$ cat src/rtl/mem_sched_pkg.sv
// Shared types and constants for the memory-port scheduler.
// Client and state encodings used by the top and the round-robin arbiter.
package mem_sched_pkg;

  typedef enum logic [1:0] {
    VGA_INACTIVE = 2'b00,
    VGA_READY    = 2'b01,
    VGA_ACTIVE   = 2'b10
  } VGA_state_t;

  typedef enum logic [1:0] {VGA, INSTR, DATA, UART} client_t;

  typedef enum logic [1:0] {IDLE, ISSUE, WAIT_BUSY, WAIT_DONE} sched_state_t;

  localparam logic [3:0] SEL_FULL = 4'b1111;

  // Round-robin slot 0/1/2 serves INSTR/DATA/UART.
  function automatic client_t rr_to_client(input logic [1:0] idx);
    case (idx)
      2'd0:    return INSTR;
      2'd1:    return DATA;
      default: return UART;
    endcase
  endfunction

endpackage

$ cat src/rtl/mem_scheduler_if.sv
// Memory-side bus of the scheduler: strobes, address, data, select and busy.
// master = scheduler, slave = memory / Wishbone master.
interface mem_scheduler_if #(
  parameter int ADDR_W = 32,
  parameter int DATA_W = 32
);
  logic              mem_busy;
  logic [DATA_W-1:0] data_from_mem;
  logic              mem_read;
  logic              mem_write;
  logic [ADDR_W-1:0] adr_to_mem;
  logic [DATA_W-1:0] data_to_mem;
  logic [3:0]        sel_to_mem;

  modport master (
    input  mem_busy, data_from_mem,
    output mem_read, mem_write, adr_to_mem, data_to_mem, sel_to_mem
  );

  modport slave (
    output mem_busy, data_from_mem,
    input  mem_read, mem_write, adr_to_mem, data_to_mem, sel_to_mem
  );
endinterface

$ cat src/rtl/mem_scheduler_rr_arbiter.sv
// Three-way round-robin arbiter over the non-VGA clients.
// ptr holds the slot with highest priority; it moves past each accepted grant.
module rr_arbiter (
  input  logic       clk,
  input  logic       rst,
  input  logic [2:0] req,
  input  logic       accept,
  output logic       valid,
  output logic [1:0] grant_idx
);

  logic [1:0] ptr;
  logic [1:0] c1, c2;

  function automatic logic [1:0] nxt(input logic [1:0] i);
    return (i == 2'd2) ? 2'd0 : i + 2'd1;
  endfunction

  always_comb begin
    c1    = nxt(ptr);
    c2    = nxt(c1);
    valid = |req;
    if (req[ptr])     grant_idx = ptr;
    else if (req[c1]) grant_idx = c1;
    else              grant_idx = c2;
  end

  always_ff @(posedge clk) begin
    if (rst)                  ptr <= 2'd0;
    else if (accept && valid) ptr <= nxt(grant_idx);
  end

endmodule

$ cat src/rtl/mem_scheduler.sv
// Single-port memory scheduler: VGA deadline priority with a burst cap,
// round robin for CPU instruction, CPU data and UART; one registered FSM.
module mem_scheduler
  import mem_sched_pkg::*;
#(
  parameter int ADDR_W        = 32,
  parameter int DATA_W        = 32,
  parameter int MAX_VGA_BURST = 4,
  parameter int BUSY_TIMEOUT  = 16
) (
  input  logic              clk,
  input  logic              Rst,
  input  logic [1:0]        VGA_state,
  input  logic              VGA_read,
  input  logic [ADDR_W-1:0] VGA_adr,
  output logic [DATA_W-1:0] data_to_VGA,
  output logic              VGA_ack,
  input  logic              CPU_instr_req,
  input  logic [ADDR_W-1:0] CPU_instr_adr,
  output logic [DATA_W-1:0] instr_data_to_CPU,
  output logic              CPU_instr_ack,
  input  logic              CPU_read,
  input  logic              CPU_write,
  input  logic [ADDR_W-1:0] CPU_data_adr,
  input  logic [DATA_W-1:0] data_from_CPU,
  input  logic [3:0]        CPU_sel,
  output logic [DATA_W-1:0] data_to_CPU,
  output logic              CPU_data_ack,
  input  logic              UART_write,
  input  logic [ADDR_W-1:0] UART_adr,
  input  logic [DATA_W-1:0] data_from_UART,
  output logic              UART_ack,
  mem_scheduler_if.master   mem,
  output logic              err
);

  localparam int BURST_W = $clog2(MAX_VGA_BURST + 1);
  localparam int TMO_W   = (BUSY_TIMEOUT > 1) ? $clog2(BUSY_TIMEOUT) : 1;
  localparam logic [BURST_W-1:0] BURST_MAX = BURST_W'(MAX_VGA_BURST);
  localparam logic [TMO_W-1:0]   TMO_LAST  = TMO_W'(BUSY_TIMEOUT - 1);

  sched_state_t        state, state_n;
  client_t             cli, cli_n, rr_cli;
  logic                rd_q, rd_n;
  logic [BURST_W-1:0]  burst, burst_n;
  logic [TMO_W-1:0]    tmo, tmo_n;

  logic [DATA_W-1:0]   dv_n, di_n, dc_n;
  logic                vga_ack_n, instr_ack_n, data_ack_n, uart_ack_n, err_n;
  logic                mr_n, mw_n;
  logic [ADDR_W-1:0]   adr_n;
  logic [DATA_W-1:0]   wd_n;
  logic [3:0]          sel_n;

  logic                vga_ok, nonvga_pend, clr, ack_any;
  logic [2:0]          rr_req;
  logic                rr_accept, rr_valid;
  logic [1:0]          rr_idx;

  assign rr_req      = {UART_write, CPU_read | CPU_write, CPU_instr_req};
  assign nonvga_pend = |rr_req;
  assign vga_ok      = VGA_read && (VGA_state != VGA_INACTIVE);
  assign rr_cli      = rr_to_client(rr_idx);

  rr_arbiter u_rr (
    .clk       (clk),
    .rst       (Rst),
    .req       (rr_req),
    .accept    (rr_accept),
    .valid     (rr_valid),
    .grant_idx (rr_idx)
  );

  always_comb begin
    state_n     = state;
    cli_n       = cli;
    rd_n        = rd_q;
    burst_n     = burst;
    tmo_n       = tmo;
    dv_n        = data_to_VGA;
    di_n        = instr_data_to_CPU;
    dc_n        = data_to_CPU;
    vga_ack_n   = 1'b0;
    instr_ack_n = 1'b0;
    data_ack_n  = 1'b0;
    uart_ack_n  = 1'b0;
    err_n       = 1'b0;
    mr_n        = mem.mem_read;
    mw_n        = mem.mem_write;
    adr_n       = mem.adr_to_mem;
    wd_n        = mem.data_to_mem;
    sel_n       = mem.sel_to_mem;
    rr_accept   = 1'b0;
    clr         = 1'b0;
    ack_any     = 1'b0;

    case (state)
      IDLE: begin
        // Past the burst cap VGA still wins when nobody else is waiting.
        if (vga_ok && ((burst < BURST_MAX) || !nonvga_pend)) begin
          state_n = ISSUE;
          cli_n   = VGA;
          rd_n    = 1'b1;
          mr_n    = 1'b1;
          adr_n   = VGA_adr;
          wd_n    = '0;
          sel_n   = SEL_FULL;
          if (burst < BURST_MAX) burst_n = burst + BURST_W'(1);
        end else if (rr_valid) begin
          state_n   = ISSUE;
          rr_accept = 1'b1;
          burst_n   = '0;
          cli_n     = rr_cli;
          case (rr_cli)
            INSTR: begin
              rd_n  = 1'b1;
              mr_n  = 1'b1;
              adr_n = CPU_instr_adr;
              wd_n  = '0;
              sel_n = SEL_FULL;
            end
            DATA: begin
              rd_n = 1'b0;
              if (CPU_sel != 4'b0000) begin
                adr_n = CPU_data_adr;
                sel_n = CPU_sel;
                if (CPU_write) begin
                  mw_n = 1'b1;
                  wd_n = data_from_CPU;
                end else begin
                  rd_n = 1'b1;
                  mr_n = 1'b1;
                  wd_n = '0;
                end
              end
            end
            default: begin
              rd_n  = 1'b0;
              mw_n  = 1'b1;
              adr_n = UART_adr;
              wd_n  = data_from_UART;
              sel_n = SEL_FULL;
            end
          endcase
        end
      end
      ISSUE: begin
        // No strobe means a zero-select data access: ack without touching memory.
        if (!(mem.mem_read || mem.mem_write)) begin
          ack_any = 1'b1;
          state_n = IDLE;
        end else begin
          state_n = WAIT_BUSY;
          tmo_n   = '0;
        end
      end
      WAIT_BUSY: begin
        if (mem.mem_busy) begin
          clr     = 1'b1;
          state_n = WAIT_DONE;
          tmo_n   = '0;
        end else if (tmo == TMO_LAST) begin
          err_n   = 1'b1;
          ack_any = 1'b1;
          clr     = 1'b1;
          state_n = IDLE;
          tmo_n   = '0;
        end else begin
          tmo_n = tmo + TMO_W'(1);
        end
      end
      WAIT_DONE: begin
        if (!mem.mem_busy) begin
          ack_any = 1'b1;
          state_n = IDLE;
          if (rd_q) begin
            case (cli)
              VGA:     dv_n = mem.data_from_mem;
              INSTR:   di_n = mem.data_from_mem;
              DATA:    dc_n = mem.data_from_mem;
              default: ;
            endcase
          end
        end
      end
      default: state_n = IDLE;
    endcase

    if (clr) begin
      mr_n  = 1'b0;
      mw_n  = 1'b0;
      adr_n = '0;
      wd_n  = '0;
      sel_n = '0;
    end

    if (ack_any) begin
      case (cli)
        VGA:     vga_ack_n   = 1'b1;
        INSTR:   instr_ack_n = 1'b1;
        DATA:    data_ack_n  = 1'b1;
        default: uart_ack_n  = 1'b1;
      endcase
    end
  end

  always_ff @(posedge clk) begin
    if (Rst) begin
      state             <= IDLE;
      cli               <= VGA;
      rd_q              <= 1'b0;
      burst             <= '0;
      tmo               <= '0;
      data_to_VGA       <= '0;
      instr_data_to_CPU <= '0;
      data_to_CPU       <= '0;
      VGA_ack           <= 1'b0;
      CPU_instr_ack     <= 1'b0;
      CPU_data_ack      <= 1'b0;
      UART_ack          <= 1'b0;
      err               <= 1'b0;
      mem.mem_read      <= 1'b0;
      mem.mem_write     <= 1'b0;
      mem.adr_to_mem    <= '0;
      mem.data_to_mem   <= '0;
      mem.sel_to_mem    <= '0;
    end else begin
      state             <= state_n;
      cli               <= cli_n;
      rd_q              <= rd_n;
      burst             <= burst_n;
      tmo               <= tmo_n;
      data_to_VGA       <= dv_n;
      instr_data_to_CPU <= di_n;
      data_to_CPU       <= dc_n;
      VGA_ack           <= vga_ack_n;
      CPU_instr_ack     <= instr_ack_n;
      CPU_data_ack      <= data_ack_n;
      UART_ack          <= uart_ack_n;
      err               <= err_n;
      mem.mem_read      <= mr_n;
      mem.mem_write     <= mw_n;
      mem.adr_to_mem    <= adr_n;
      mem.data_to_mem   <= wd_n;
      mem.sel_to_mem    <= sel_n;
    end
  end

endmodule

$ cat src/flat_wrapper.sv
// flat-port wrapper written by rule: the top's interface ports become plain ports
module mem_scheduler_flat import mem_sched_pkg::*;
#(
  parameter int ADDR_W        = 32,
  parameter int DATA_W        = 32,
  parameter int MAX_VGA_BURST = 4,
  parameter int BUSY_TIMEOUT  = 16
)
  (clk, Rst, VGA_state, VGA_read, VGA_adr, data_to_VGA, VGA_ack, CPU_instr_req, CPU_instr_adr, instr_data_to_CPU, CPU_instr_ack, CPU_read, CPU_write, CPU_data_adr, data_from_CPU, CPU_sel, data_to_CPU, CPU_data_ack, UART_write, UART_adr, data_from_UART, UART_ack, err, mem_mem_busy, mem_data_from_mem, mem_mem_read, mem_mem_write, mem_adr_to_mem, mem_data_to_mem, mem_sel_to_mem);
  mem_scheduler_if #(.ADDR_W(ADDR_W), .DATA_W(DATA_W)) mem_i ();
  input  logic clk;
  input  logic Rst;
  input  logic [1:0] VGA_state;
  input  logic VGA_read;
  input  logic [ADDR_W-1:0] VGA_adr;
  output logic [DATA_W-1:0] data_to_VGA;
  output logic VGA_ack;
  input  logic CPU_instr_req;
  input  logic [ADDR_W-1:0] CPU_instr_adr;
  output logic [DATA_W-1:0] instr_data_to_CPU;
  output logic CPU_instr_ack;
  input  logic CPU_read;
  input  logic CPU_write;
  input  logic [ADDR_W-1:0] CPU_data_adr;
  input  logic [DATA_W-1:0] data_from_CPU;
  input  logic [3:0] CPU_sel;
  output logic [DATA_W-1:0] data_to_CPU;
  output logic CPU_data_ack;
  input  logic UART_write;
  input  logic [ADDR_W-1:0] UART_adr;
  input  logic [DATA_W-1:0] data_from_UART;
  output logic UART_ack;
  output logic err;
  input wire logic [$bits(mem_i.mem_busy)-1:0] mem_mem_busy;
  input wire logic [$bits(mem_i.data_from_mem)-1:0] mem_data_from_mem;
  output wire logic [$bits(mem_i.mem_read)-1:0] mem_mem_read;
  output wire logic [$bits(mem_i.mem_write)-1:0] mem_mem_write;
  output wire logic [$bits(mem_i.adr_to_mem)-1:0] mem_adr_to_mem;
  output wire logic [$bits(mem_i.data_to_mem)-1:0] mem_data_to_mem;
  output wire logic [$bits(mem_i.sel_to_mem)-1:0] mem_sel_to_mem;
  assign mem_i.mem_busy = mem_mem_busy;
  assign mem_i.data_from_mem = mem_data_from_mem;
  assign mem_mem_read = mem_i.mem_read;
  assign mem_mem_write = mem_i.mem_write;
  assign mem_adr_to_mem = mem_i.adr_to_mem;
  assign mem_data_to_mem = mem_i.data_to_mem;
  assign mem_sel_to_mem = mem_i.sel_to_mem;
  mem_scheduler #(.ADDR_W(ADDR_W), .DATA_W(DATA_W), .MAX_VGA_BURST(MAX_VGA_BURST), .BUSY_TIMEOUT(BUSY_TIMEOUT)) u_core (.clk(clk), .Rst(Rst), .VGA_state(VGA_state), .VGA_read(VGA_read), .VGA_adr(VGA_adr), .data_to_VGA(data_to_VGA), .VGA_ack(VGA_ack), .CPU_instr_req(CPU_instr_req), .CPU_instr_adr(CPU_instr_adr), .instr_data_to_CPU(instr_data_to_CPU), .CPU_instr_ack(CPU_instr_ack), .CPU_read(CPU_read), .CPU_write(CPU_write), .CPU_data_adr(CPU_data_adr), .data_from_CPU(data_from_CPU), .CPU_sel(CPU_sel), .data_to_CPU(data_to_CPU), .CPU_data_ack(CPU_data_ack), .UART_write(UART_write), .UART_adr(UART_adr), .data_from_UART(data_from_UART), .UART_ack(UART_ack), .mem(mem_i), .err(err));
endmodule
$ cat config.mk
export PLATFORM = sky130hd
export DESIGN_NAME = mem_scheduler_flat
export DESIGN_NICKNAME = d
export VERILOG_FILES = /design/src/rtl/mem_sched_pkg.sv /design/src/rtl/mem_scheduler_if.sv /design/src/rtl/mem_scheduler_rr_arbiter.sv /design/src/rtl/mem_scheduler.sv /design/src/flat_wrapper.sv
export SDC_FILE = /design/constraint.sdc
export NUM_CORES = 1
export LEC_CHECK = 0
export ABC_AREA = 1
export BUFFER_PORTS_ARGS = -buffer_cell sky130_fd_sc_hd__clkbuf_2
export CORE_AREA = 10 10 150 152
export DETAILED_ROUTE_END_ITERATION = 16
export DIE_AREA = 0 0 160 162
export HOLD_SLACK_MARGIN = 0.1
export PLACE_DENSITY = 0.76
export SYNTH_ARGS = -nofsm -noshare
export SYNTH_HDL_FRONTEND = slang
export SYNTH_SLANG_ARGS = --single-unit
$ cat constraint.sdc
create_clock -name clk -period 3.9 [get_ports clk]
set_clock_uncertainty 0.15 [all_clocks]
set_input_delay 0.78 -clock clk [delete_from_list [all_inputs] [get_ports clk]]
set_output_delay 0.78 -clock clk [all_outputs]
set_load 0.03 [all_outputs]
==> results.cfg, run 1 <==
[status]
outcome = finished, final reports clean

[floorplan]
core_um2 = 19400
fp.dieW_um = 160
start_util_pct = 43.91
dieHeight_um = 162
fp-row-count = 51
die_area_um2 = 25920
io_pins = 409

[hold_path]
hold_start = u_core.mem.data_to_mem[21]$_SDFFE_PP0P_
holdCritPathClass = reg2reg
min_to = u_core.mem.data_to_mem[21]$_SDFFE_PP0P_
hold_path_depth = 2

[yosys]
seq_area_frac_synth_pct = 43.48
syn_nets = 1540
ys_warn_count = 0
ys_ff_latch = 185
synth-edff-count = 0
synthesis.area_um2 = 8518
synth_largest_area_cell = dfxtp_1
synthDistinctLibCells = 31
syn_inst = 1300
synth_top_area_share_pct = 43.48
synthArstFlopShare_pct = 0
synth_area_leaders = dfxtp_1 (43%), nand2_1 (14%), nor2_1 (13%)
syn_avg_cell_area_um2 = 6.552
synth_ff_type = dfxtp_1

[sta]
setup_viol = 0
finalHoldViolCount = 0
slew_viol_final = 0
fmax_mhz = 351.2
period_needed_ps = 2848
fin_crit_sh_pct = 73.01
worst_slew_pin_slew_ps = 1160
grt_setup_unrepaired = false
max-slew-margin-rel_pct = 22.56
final.setup.tns_ps = 0

[pwr]
power_frac_seq_pct = 33.3
pwr-share-clk_pct = 27.3
comb_power_share_pct = 39.5
p_int_mw = 3.926
totalPowerFinal_mw = 6.904
switchingPower_mw = 2.978
cellLeakagePower_nw = 6.064
power-per-cell-area_nw_per_um2 = 610.5
switching_share_pct = 43.14
peakVddDrop_uv = 372.0

[routing]
top_layer = met4
wl_met2_mm = 16.32
first_iter_violations = 773
first_pass_iters = 5
drc_errors = 0
routed_wl_mm = 33.14
wl_met3_mm = 3.077
drtAntennaViolNets = 0
vias = 9629
drt-met1-wl_mm = 12.95
via_per_inst = 4.966
wl_per_cell_um = 17.09

[setup_path]
rr_worst_depth = 9
cp.arrival_ps = 3020
r2r_end = u_core.cli[1]$_SDFFE_PP0P_
crit_type = in2reg
worstSetupEndpointType = flop
r2r_slack_ps = 1120
cp.required_ps = 4070
cp-start-kind = input pin
critPathMaxFanout = 42
rr_startpoint = u_core.u_rr.ptr[0]$_SDFFE_PP0P_

[finish]
layout.cells.most_common_list = clkbuf_2 (408), nand2_1 (328), nor2_1 (285)
diodes = 0
filler_cell_count = 1927
drive_above_1_share_pct = 28.43
final_common_cell = clkbuf_2
area_growth_pct = 32.77
nets = 1901

[global_routing]
antenna_found_initial = 0
grt_max_degree = 67
track_usage_pct = 24.16
grt_pass1_wl_mm = 51.10
grt_pass1_vias = 9218
grt-ovfl-total = 0

[placed_design]
portBuffers = 408
gp_congestion = 0.9536
post-dp-hpwl_mm = 25.22

[clock_tree]
htreeDepth = 4
insertion_delay_ps = 430
tritoncts.num_buffers = 17
cts_sinks = 185
ctsHoldBuffers = 0
cts_tree = yes
clock_path_buffers = 2
cts_root_buf = clkbuf_16
post_cts_buffers = 0
post_cts_resized = 0
clk_pin_slew_ps = 80

[run]
cap_violations = 0
==> kinds of logic (layout without fill, tap and decap cells) <==
logic type / count (synthesis) / after routing / share of synthesized area (%)
AO/OA/AOI/OAI: 236 / 236 / 14.98
AND/OR/NAND/NOR: 691 / 691 / 32.11
buffers and inverters: 185 / 559 / 9.034
flip-flops: 185 / 185 / 43.48
adder cells (fa/ha/maj): 2 / 2 / 0.2937
XOR/XNOR: 1 / 1 / 0.1028
==> worst max-delay path by stage <==
stage | startpoint | end | slack, ps | cells past startpoint
2_1_floorplan | CPU_write | u_core.mem.adr_to_mem[10]$_SDFFE_PP0P_ | 1610 | 13
3_3_place_gp | CPU_read | u_core.mem.adr_to_mem[5]$_SDFFE_PP0P_ | 750 | 11
3_5_place_dp | CPU_read | u_core.mem.adr_to_mem[5]$_SDFFE_PP0P_ | 710 | 9
4_1_cts | CPU_read | u_core.mem.data_to_mem[13]$_SDFFE_PP0P_ | 1110 | 9
5_1_grt | u_core.u_rr.ptr[0]$_SDFFE_PP0P_ | u_core.cli[1]$_SDFFE_PP0P_ | 880 | 9
6_report | CPU_read | u_core.mem.data_to_mem[13]$_SDFFE_PP0P_ | 1050 | 9
==> registers in the layout, indices dropped and copies added (netlist names) <==
register / cells
u_core.rd_q: 1
u_core.CPU_instr_ack: 1
u_core.UART_ack: 1
u_core.mem.adr_to_mem: 32
u_core.state: 2
u_core.tmo: 4
u_core.mem.mem_write: 1
u_core.burst: 3
u_core.mem.sel_to_mem: 4
u_core.cli: 2
u_core.err: 1
u_core.VGA_ack: 1
u_core.mem.data_to_mem: 32
u_core.u_rr.ptr: 2
u_core.mem.mem_read: 1
u_core.CPU_data_ack: 1
u_core.instr_data_to_CPU: 32
u_core.data_to_VGA: 32
u_core.data_to_CPU: 32
==> final cells by class <==
class | count | area (um2) | share of cell area [%]
tap | 265 | 331.6 | 2.932
sequential | 185 | 3704 | 32.75
multi-input combinational | 930 | 4060 | 35.90
inverter | 104 | 390.4 | 3.452
clock inverter | 15 | 231.5 | 2.047
clock buffer | 17 | 425.4 | 3.761
timing repair buffer | 423 | 2167 | 19.16
==> power groups by stage <==
stage               sequential, mW  combinational, mW  clock, mW
CTS                           2.30               2.74       1.92
global route                  2.32               3.02       1.99
finish                        2.30               2.73       1.88
detailed placement            2.34               2.72          0
global placement              2.33               2.69          0
floorplan                     2.74               1.54          0
==> synthesized netlist by cell type (2+ instances only) <==
library cell	count
buf_2	12
nor2_4	2
inv_2	5
a21boi_0	22
dfxtp_1	185
o211ai_1	2
nand4_1	10
o21ai_0	100
buf_4	14
inv_1	98
clkbuf_1	49
nand2_1	329
nand3_1	51
buf_1	5
a211oi_1	2
nand3_2	3
o21ai_1	5
nor2_1	288
ha_1	2
a21oi_1	100
a21oi_2	2
nor3_1	5
==> layer usage <==
| layer | up-vias | global-route usage, % |
|---|---|---|
| met5 | - | 0 |
| met4 | 0 | 7.304 |
| met3 | 42 | 7.685 |
| met2 | 449 | 41.77 |
| met1 | 4335 | 27.96 |
| li1 | 4803 | - |
==> critical path, stage by stage <==
cell and delay [ps]:
clkbuf_2 110, o21ai_2 530, nand3_2 480, nand2_2 250
buf_4 430, nand2_1 90, nand2_1 90, nand2_1 60
a21oi_1 180
==> through the flow <==
step                      utilization (%)  std cells  cell area, um2  worst slack (ps)  hold slack, ps
after floorplan                         -       1300            8518              1612           290.9
final                               58.30       1939           11310              1052           314.6
after global routing                58.30       1939           11310             884.8           331.2
after global placement              54.91       1907           10650             750.4           298.2
after detailed placement            54.91       1907           10650             710.0           301.6
after CTS                           58.30       1939           11310              1108           313.8
(Power assumes the default switching activity.)
==> inputs of run 2 (changes only) <==
--- a/config.mk
+++ b/config.mk
@@ -7,11 +7,12 @@
 export LEC_CHECK = 0
 export ABC_AREA = 1
 export BUFFER_PORTS_ARGS = -buffer_cell sky130_fd_sc_hd__clkbuf_2
-export CORE_AREA = 10 10 150 152
+export CORE_ASPECT_RATIO = 0.75
+export CORE_MARGIN = 10
+export CORE_UTILIZATION = 42
 export DETAILED_ROUTE_END_ITERATION = 16
-export DIE_AREA = 0 0 160 162
 export HOLD_SLACK_MARGIN = 0.1
-export PLACE_DENSITY = 0.76
+export PLACE_DENSITY = 0.77
 export SYNTH_ARGS = -nofsm -noshare
 export SYNTH_HDL_FRONTEND = slang
 export SYNTH_SLANG_ARGS = --single-unit
==> constraint.sdc (replaced) <==
create_clock -name clk -period 2.3 [get_ports clk]
set_clock_uncertainty 0.15 [all_clocks]
set_input_delay 0.46 -clock clk [delete_from_list [all_inputs] [get_ports clk]]
set_output_delay 0.46 -clock clk [all_outputs]
set_load 0.03 [all_outputs]
==> run 2 against run 1 <==
Against the previous run:
- setup slack got worse by 790 ps
- register-to-register slack lost 860 ps
- wire length decreased by 8.4%
- sequential share of layout area decreased by 0.38 points
- utilization down 1.4 points
- sequential cell count unchanged
- clock power up 56%
- global-route usage down 2.2 points
- hold slack got worse by 170 ps
- power up 68%
==> results.cfg, run 2 (synthesis gave the netlist of run 1 again) <==
[clock_tree]
tritoncts.num_buffers = 17
cts_root_buf = clkbuf_16
clk_pin_slew_ps = 80
htreeDepth = 4
post_cts_resized = 0
ctsHoldBuffers = 0
cts_sinks = 185
post_cts_buffers = 0
clock_path_buffers = 2
cts_tree = yes
insertion_delay_ps = 420

[placed_design]
gp_congestion = 0.9404
dp_slack_ps = 158.7
post-dp-hpwl_mm = 23.37
dp.cells = 1914
portBuffers = 408

[floorplan]
die_area_um2 = 26440
core_um2 = 20100
dieHeight_um = 143.3
io_pins = 409
start_util_pct = 42.38
fp-row-count = 45
fp.dieW_um = 184.4

[setup_path]
critical_path.cell_chain = inv_1, nor2_1, nand2_1, nand2_1, inv_1, nand3_2, nand2_4, nor2_4, buf_12, nand2_1, nand2_1, nand2_1, a21oi_1
critical_path_buf_inv_count = 3
cp.arrival_ps = 2250
crit_type = reg2reg
cp.required_ps = 2520
worstSetupEndpointType = flop
crit_slowest_cell = dfxtp_1
rr_worst_depth = 13
rr_startpoint = u_core.u_rr.ptr[0]$_SDFFE_PP0P_
critPathMaxStageDelay_ps = 380
r2r_slack_ps = 260
cp-start-kind = flop
crit_top_cell = nand2_1
r2r_end = u_core.mem.adr_to_mem[16]$_SDFFE_PP0P_
critPathMaxFanout = 20
path_delay_family = simple AND/OR/NAND/NOR gates

[run]
cap_violations = 0

[pwr]
cellLeakagePower_nw = 6.136
peakVddDrop_uv = 551.0
power-per-cell-area_nw_per_um2 = 1013

[hold_path]
hold_path_depth = 3
hold_start = mem_data_from_mem[15]
holdCritPathClass = in2reg
min_to = u_core.instr_data_to_CPU[15]$_SDFFE_PP0P_

[global_routing]
grt-ovfl-total = 0
antenna_found_initial = 0
track_usage_pct = 21.91
grt_use_met2_pct = 38.04
grt_use_met1_pct = 24.95
grt_pass1_wl_mm = 47.28
grt_pass1_vias = 9163
grt_max_degree = 97
grt_busiest_layer = met2
met3_usage_pct = 6.710

[sta]
fin_crit_sh_pct = 88.57
grt_setup_unrepaired = false
max-slew-margin-rel_pct = 72.04
finalWorstSetupSlack_ps = 262.9
fmax_mhz = 490.9
period_needed_ps = 2037
slew_viol_final = 0
worst_slew_pin_slew_ps = 419.5
finalHoldViolCount = 0
setup_viol = 0
holdWs_ps = 143.5
final.setup.tns_ps = 0

[finish]
area_growth_pct = 34.33
final_common_cell = clkbuf_2
postLayoutCoreUtil_pct = 56.93
filler_cell_count = 1989
nets = 1915
drive_above_1_share_pct = 29.03
diodes = 0
stdcell_count = 1946
layout.cells.most_common_list = clkbuf_2 (408), nand2_1 (328), nor2_1 (285)

[routing]
drc_errors = 0
drtAntennaViolNets = 0
routed_wl_mm = 30.35
first_iter_violations = 666
first_pass_iters = 5
via_per_inst = 4.872
vias = 9481
wl_per_cell_um = 15.59

[status]
outcome = finished, final reports clean
[run 2: cell types whose count changed in the layout (fill, tap and decap cells not counted)]
cell and delta:
buf_12 +7, buf_4 +7, bufinv_16 -2, clkbuf_8 +1, clkinv_4 +1, clkinv_8 -2, clkinvlp_4 +1, inv_8 +1
[run 2: through the flow]
stage	area (um2)	power, mW
floorplan	8518	7.260
global route	11440	12.35
CTS	11440	11.66
detailed placement	10840	8.714
global placement	10840	8.632
finish	11440	11.59
[run 2: area by class of cell]
class,count,area (um2),area share (%)
clock buffer,18,439.2,3.838
clock inverter,14,166.4,1.454
inverter,104,390.4,3.412
multi-input combinational,930,4060,35.48
sequential,185,3704,32.37
tap,258,322.8,2.821
timing repair buffer,437,2360,20.62
[run 2: per-layer routing]
metal	up-vias	part of all wire (%)
met5	-	0
met4	0	2.8
met3	47	8.9
met2	348	48
met1	4259	40
li1	4827	-
[run 2: worst register-to-register path, delay by kind of cell (launching register included)]
| kind | cells | cell delay, ps |
|---|---|---|
| compound gates | 1 | 120 |
| buf+inv | 3 | 360 |
| flops | 1 | 380 |
| simple gates | 9 | 970 |
[run 2: worst max-delay path by stage]
stage / start / slack, ps / to / cells after the start
floorplan: CPU_write / 330 / u_core.mem.adr_to_mem[10]$_SDFFE_PP0P_ / 13
global placement: CPU_write / 200 / u_core.mem.adr_to_mem[26]$_SDFFE_PP0P_ / 12
detailed placement: CPU_read / 160 / u_core.mem.data_to_mem[12]$_SDFFE_PP0P_ / 11
CTS: u_core.u_rr.ptr[0]$_SDFFE_PP0P_ / 270 / u_core.mem.adr_to_mem[16]$_SDFFE_PP0P_ / 13
global route: u_core.u_rr.ptr[0]$_SDFFE_PP0P_ / 50 / u_core.mem.adr_to_mem[16]$_SDFFE_PP0P_ / 13
finish: u_core.u_rr.ptr[0]$_SDFFE_PP0P_ / 260 / u_core.mem.adr_to_mem[16]$_SDFFE_PP0P_ / 13
[run 2: where the power goes]
group / total (mW) / switching (mW) / internal (mW)
registers: 3.87 / 0.238 / 3.63
logic: 4.78 / 3.25 / 1.54
clock network: 2.94 / 1.44 / 1.50
total: 11.6 / 4.92 / 6.67
==> inputs of run 3 (changes only) <==
--- a/config.mk
+++ b/config.mk
@@ -11,6 +11,7 @@
 export CORE_MARGIN = 10
 export CORE_UTILIZATION = 42
 export DETAILED_ROUTE_END_ITERATION = 16
+export GPL_TIMING_DRIVEN = 0
 export HOLD_SLACK_MARGIN = 0.1
 export PLACE_DENSITY = 0.77
 export SYNTH_ARGS = -nofsm -noshare
==> run 3 against run 2 <==
Against the previous run:
- critical endpoint is now u_core.mem.adr_to_mem[24]$_SDFFE_PP0P_
- final cell count is 2.9% higher
- hold slack worse by 6.8 ps
- sequential share of layout area is 0.41 points lower
- utilization grew 0.73 points
- fmax shrank 9.2%
- setup slack worse by 210 ps
- combinational power is 5.4% higher
- the run now ends with design-rule violations left
==> results.cfg, run 3 (synthesis gave the netlist of run 1 again) <==
[status]
outcome = finished, violations left
violations = design-rule violations

[sta]
grt_setup_unrepaired = true
period_needed_ps = 2243
fin_crit_sh_pct = 97.54
finalWorstSetupSlack_ps = 56.56
fmax_mhz = 445.7
setup_viol = 0
worst_slew_pin_slew_ps = 992.0
final.setup.tns_ps = 0
max-slew-margin-rel_pct = 33.25
finalHoldViolCount = 0
slew_viol_final = 0

[pwr]
switchingPower_mw = 5.262
switching_share_pct = 43.93
cellLeakagePower_nw = 6.202
peakVddDrop_uv = 509.8
comb_power_share_pct = 42.1
power_frac_seq_pct = 32.4
totalPowerFinal_mw = 11.98
p_int_mw = 6.715
power-per-cell-area_nw_per_um2 = 1033
pwr-share-clk_pct = 25.5

[clock_tree]
insertion_delay_ps = 420
cts_sinks = 185
tritoncts.num_buffers = 17
htreeDepth = 4
clk_pin_slew_ps = 90
clock_path_buffers = 2
ctsHoldBuffers = 0
cts_root_buf = clkbuf_16
cts_tree = yes

[finish]
final_common_cell = clkbuf_2
drive_above_1_share_pct = 28.42
area_growth_pct = 36.06
nets = 1972
filler_cell_count = 2012
fin_area_um2 = 11590
layout.cells.most_common_list = clkbuf_2 (411), nand2_1 (329), nor2_1 (284)
diodes = 0

[routing]
routed_wl_mm = 33.56
via_per_inst = 4.979
drc_errors = 1
first_pass_iters = 11
first_iter_violations = 692
wl_per_cell_um = 16.76
vias = 9973
drtAntennaViolNets = 0

[hold_path]
hold_path_depth = 3
hold_start = mem_data_from_mem[5]
min_to = u_core.data_to_CPU[5]$_SDFFE_PP0P_
holdCritPathClass = in2reg

[floorplan]
io_pins = 409
fp.dieW_um = 184.4
start_util_pct = 42.38
fp-row-count = 45
core_um2 = 20100
die_area_um2 = 26440
dieHeight_um = 143.3

[global_routing]
grt_use_met2_pct = 40.95
grt_use_met1_pct = 28.91
met3_usage_pct = 6.988
grt-ovfl-total = 0
grt_pass1_vias = 9600
grt_busiest_layer = met2
antenna_found_initial = 0
grt_max_degree = 23
track_usage_pct = 24.04
grt_pass1_wl_mm = 50.77

[setup_path]
r2r_slack_ps = 60
r2r_end = u_core.mem.adr_to_mem[24]$_SDFFE_PP0P_
cp-start-kind = flop
cp.required_ps = 2480
cp.arrival_ps = 2430
crit_type = reg2reg
worstSetupEndpointType = flop
critPathMaxFanout = 10
rr_worst_depth = 10
rr_startpoint = u_core.u_rr.ptr[0]$_SDFFE_PP0P_

[placed_design]
post-dp-hpwl_mm = 26.91
portBuffers = 407
detailed_place.area_um2 = 10880
dp_slack_ps = -152.3
gp_congestion = 0.9906

[run]
cap_violations = 0
run 3: cell type report:
cell class,instances,area [um2],share of cell area (%)
multi-input cells,930,4068,35.10
clock inverters,15,211.5,1.824
plain buffers,81,386.6,3.336
flip-flops and latches,185,3704,31.95
well taps,258,322.8,2.785
repair buffers,413,2082,17.96
clock buffers,17,425.4,3.671
inverters,104,390.4,3.368
run 3: how the worst max path moves through the flow:
stage	from	end	slack, ps	cells past startpoint
2_1_floorplan	CPU_write	u_core.mem.adr_to_mem[10]$_SDFFE_PP0P_	330	13
3_3_place_gp	CPU_write	u_core.mem.adr_to_mem[10]$_SDFFE_PP0P_	-130	9
3_5_place_dp	CPU_write	u_core.mem.adr_to_mem[10]$_SDFFE_PP0P_	-150	9
4_1_cts	u_core.u_rr.ptr[0]$_SDFFE_PP0P_	u_core.mem.adr_to_mem[29]$_SDFFE_PP0P_	80	11
5_1_grt	u_core.u_rr.ptr[1]$_SDFFE_PP0P_	u_core.mem.adr_to_mem[12]$_SDFFE_PP0P_	-7	13
6_report	u_core.u_rr.ptr[0]$_SDFFE_PP0P_	u_core.mem.adr_to_mem[24]$_SDFFE_PP0P_	60	10
run 3: through the flow:
stage	util, %	hold WS, ps	cells
floorplan	-	290.9	1300
global placement	54.12	295.7	1965
detailed placement	54.12	301.4	1965
CTS	57.40	115.7	2000
global route	57.66	108.1	2003
finish	57.66	136.7	2003
run 3: repair_timing:
action | in CTS | in global routing
pin swaps | 1 | 1
buffers inserted | 3 | 3
resized for setup | 0 | 15
hold endpoints to repair | 0 | 0
setup endpoints to repair | 30 | 138
run 3: per-layer routing:
layer	part of all wire, %	routed length, um
met1	41	13860
met2	47	15840
met3	9.1	3071
met4	2.4	793
met5	0	0
run 3: power groups by stage:
stage / combinational [mW] / sequential [mW] / clock, mW
floorplan: 2.61 / 4.65 / 0
global placement: 4.85 / 3.92 / 0
detailed placement: 4.89 / 3.94 / 0
CTS: 4.92 / 3.87 / 3.10
global route: 5.52 / 3.92 / 3.25
finish: 5.04 / 3.88 / 3.06
run 3: worst max-delay path, stage by stage, from the launching register on:
cell	delay [ps]
dfxtp_1	370
inv_1	110
nor2_1	170
o21ai_2	130
nand3_2	170
clkbuf_1	410
a21boi_0	250
a21oi_1	210
nand2_1	70
nand2_1	60
a21oi_1	60
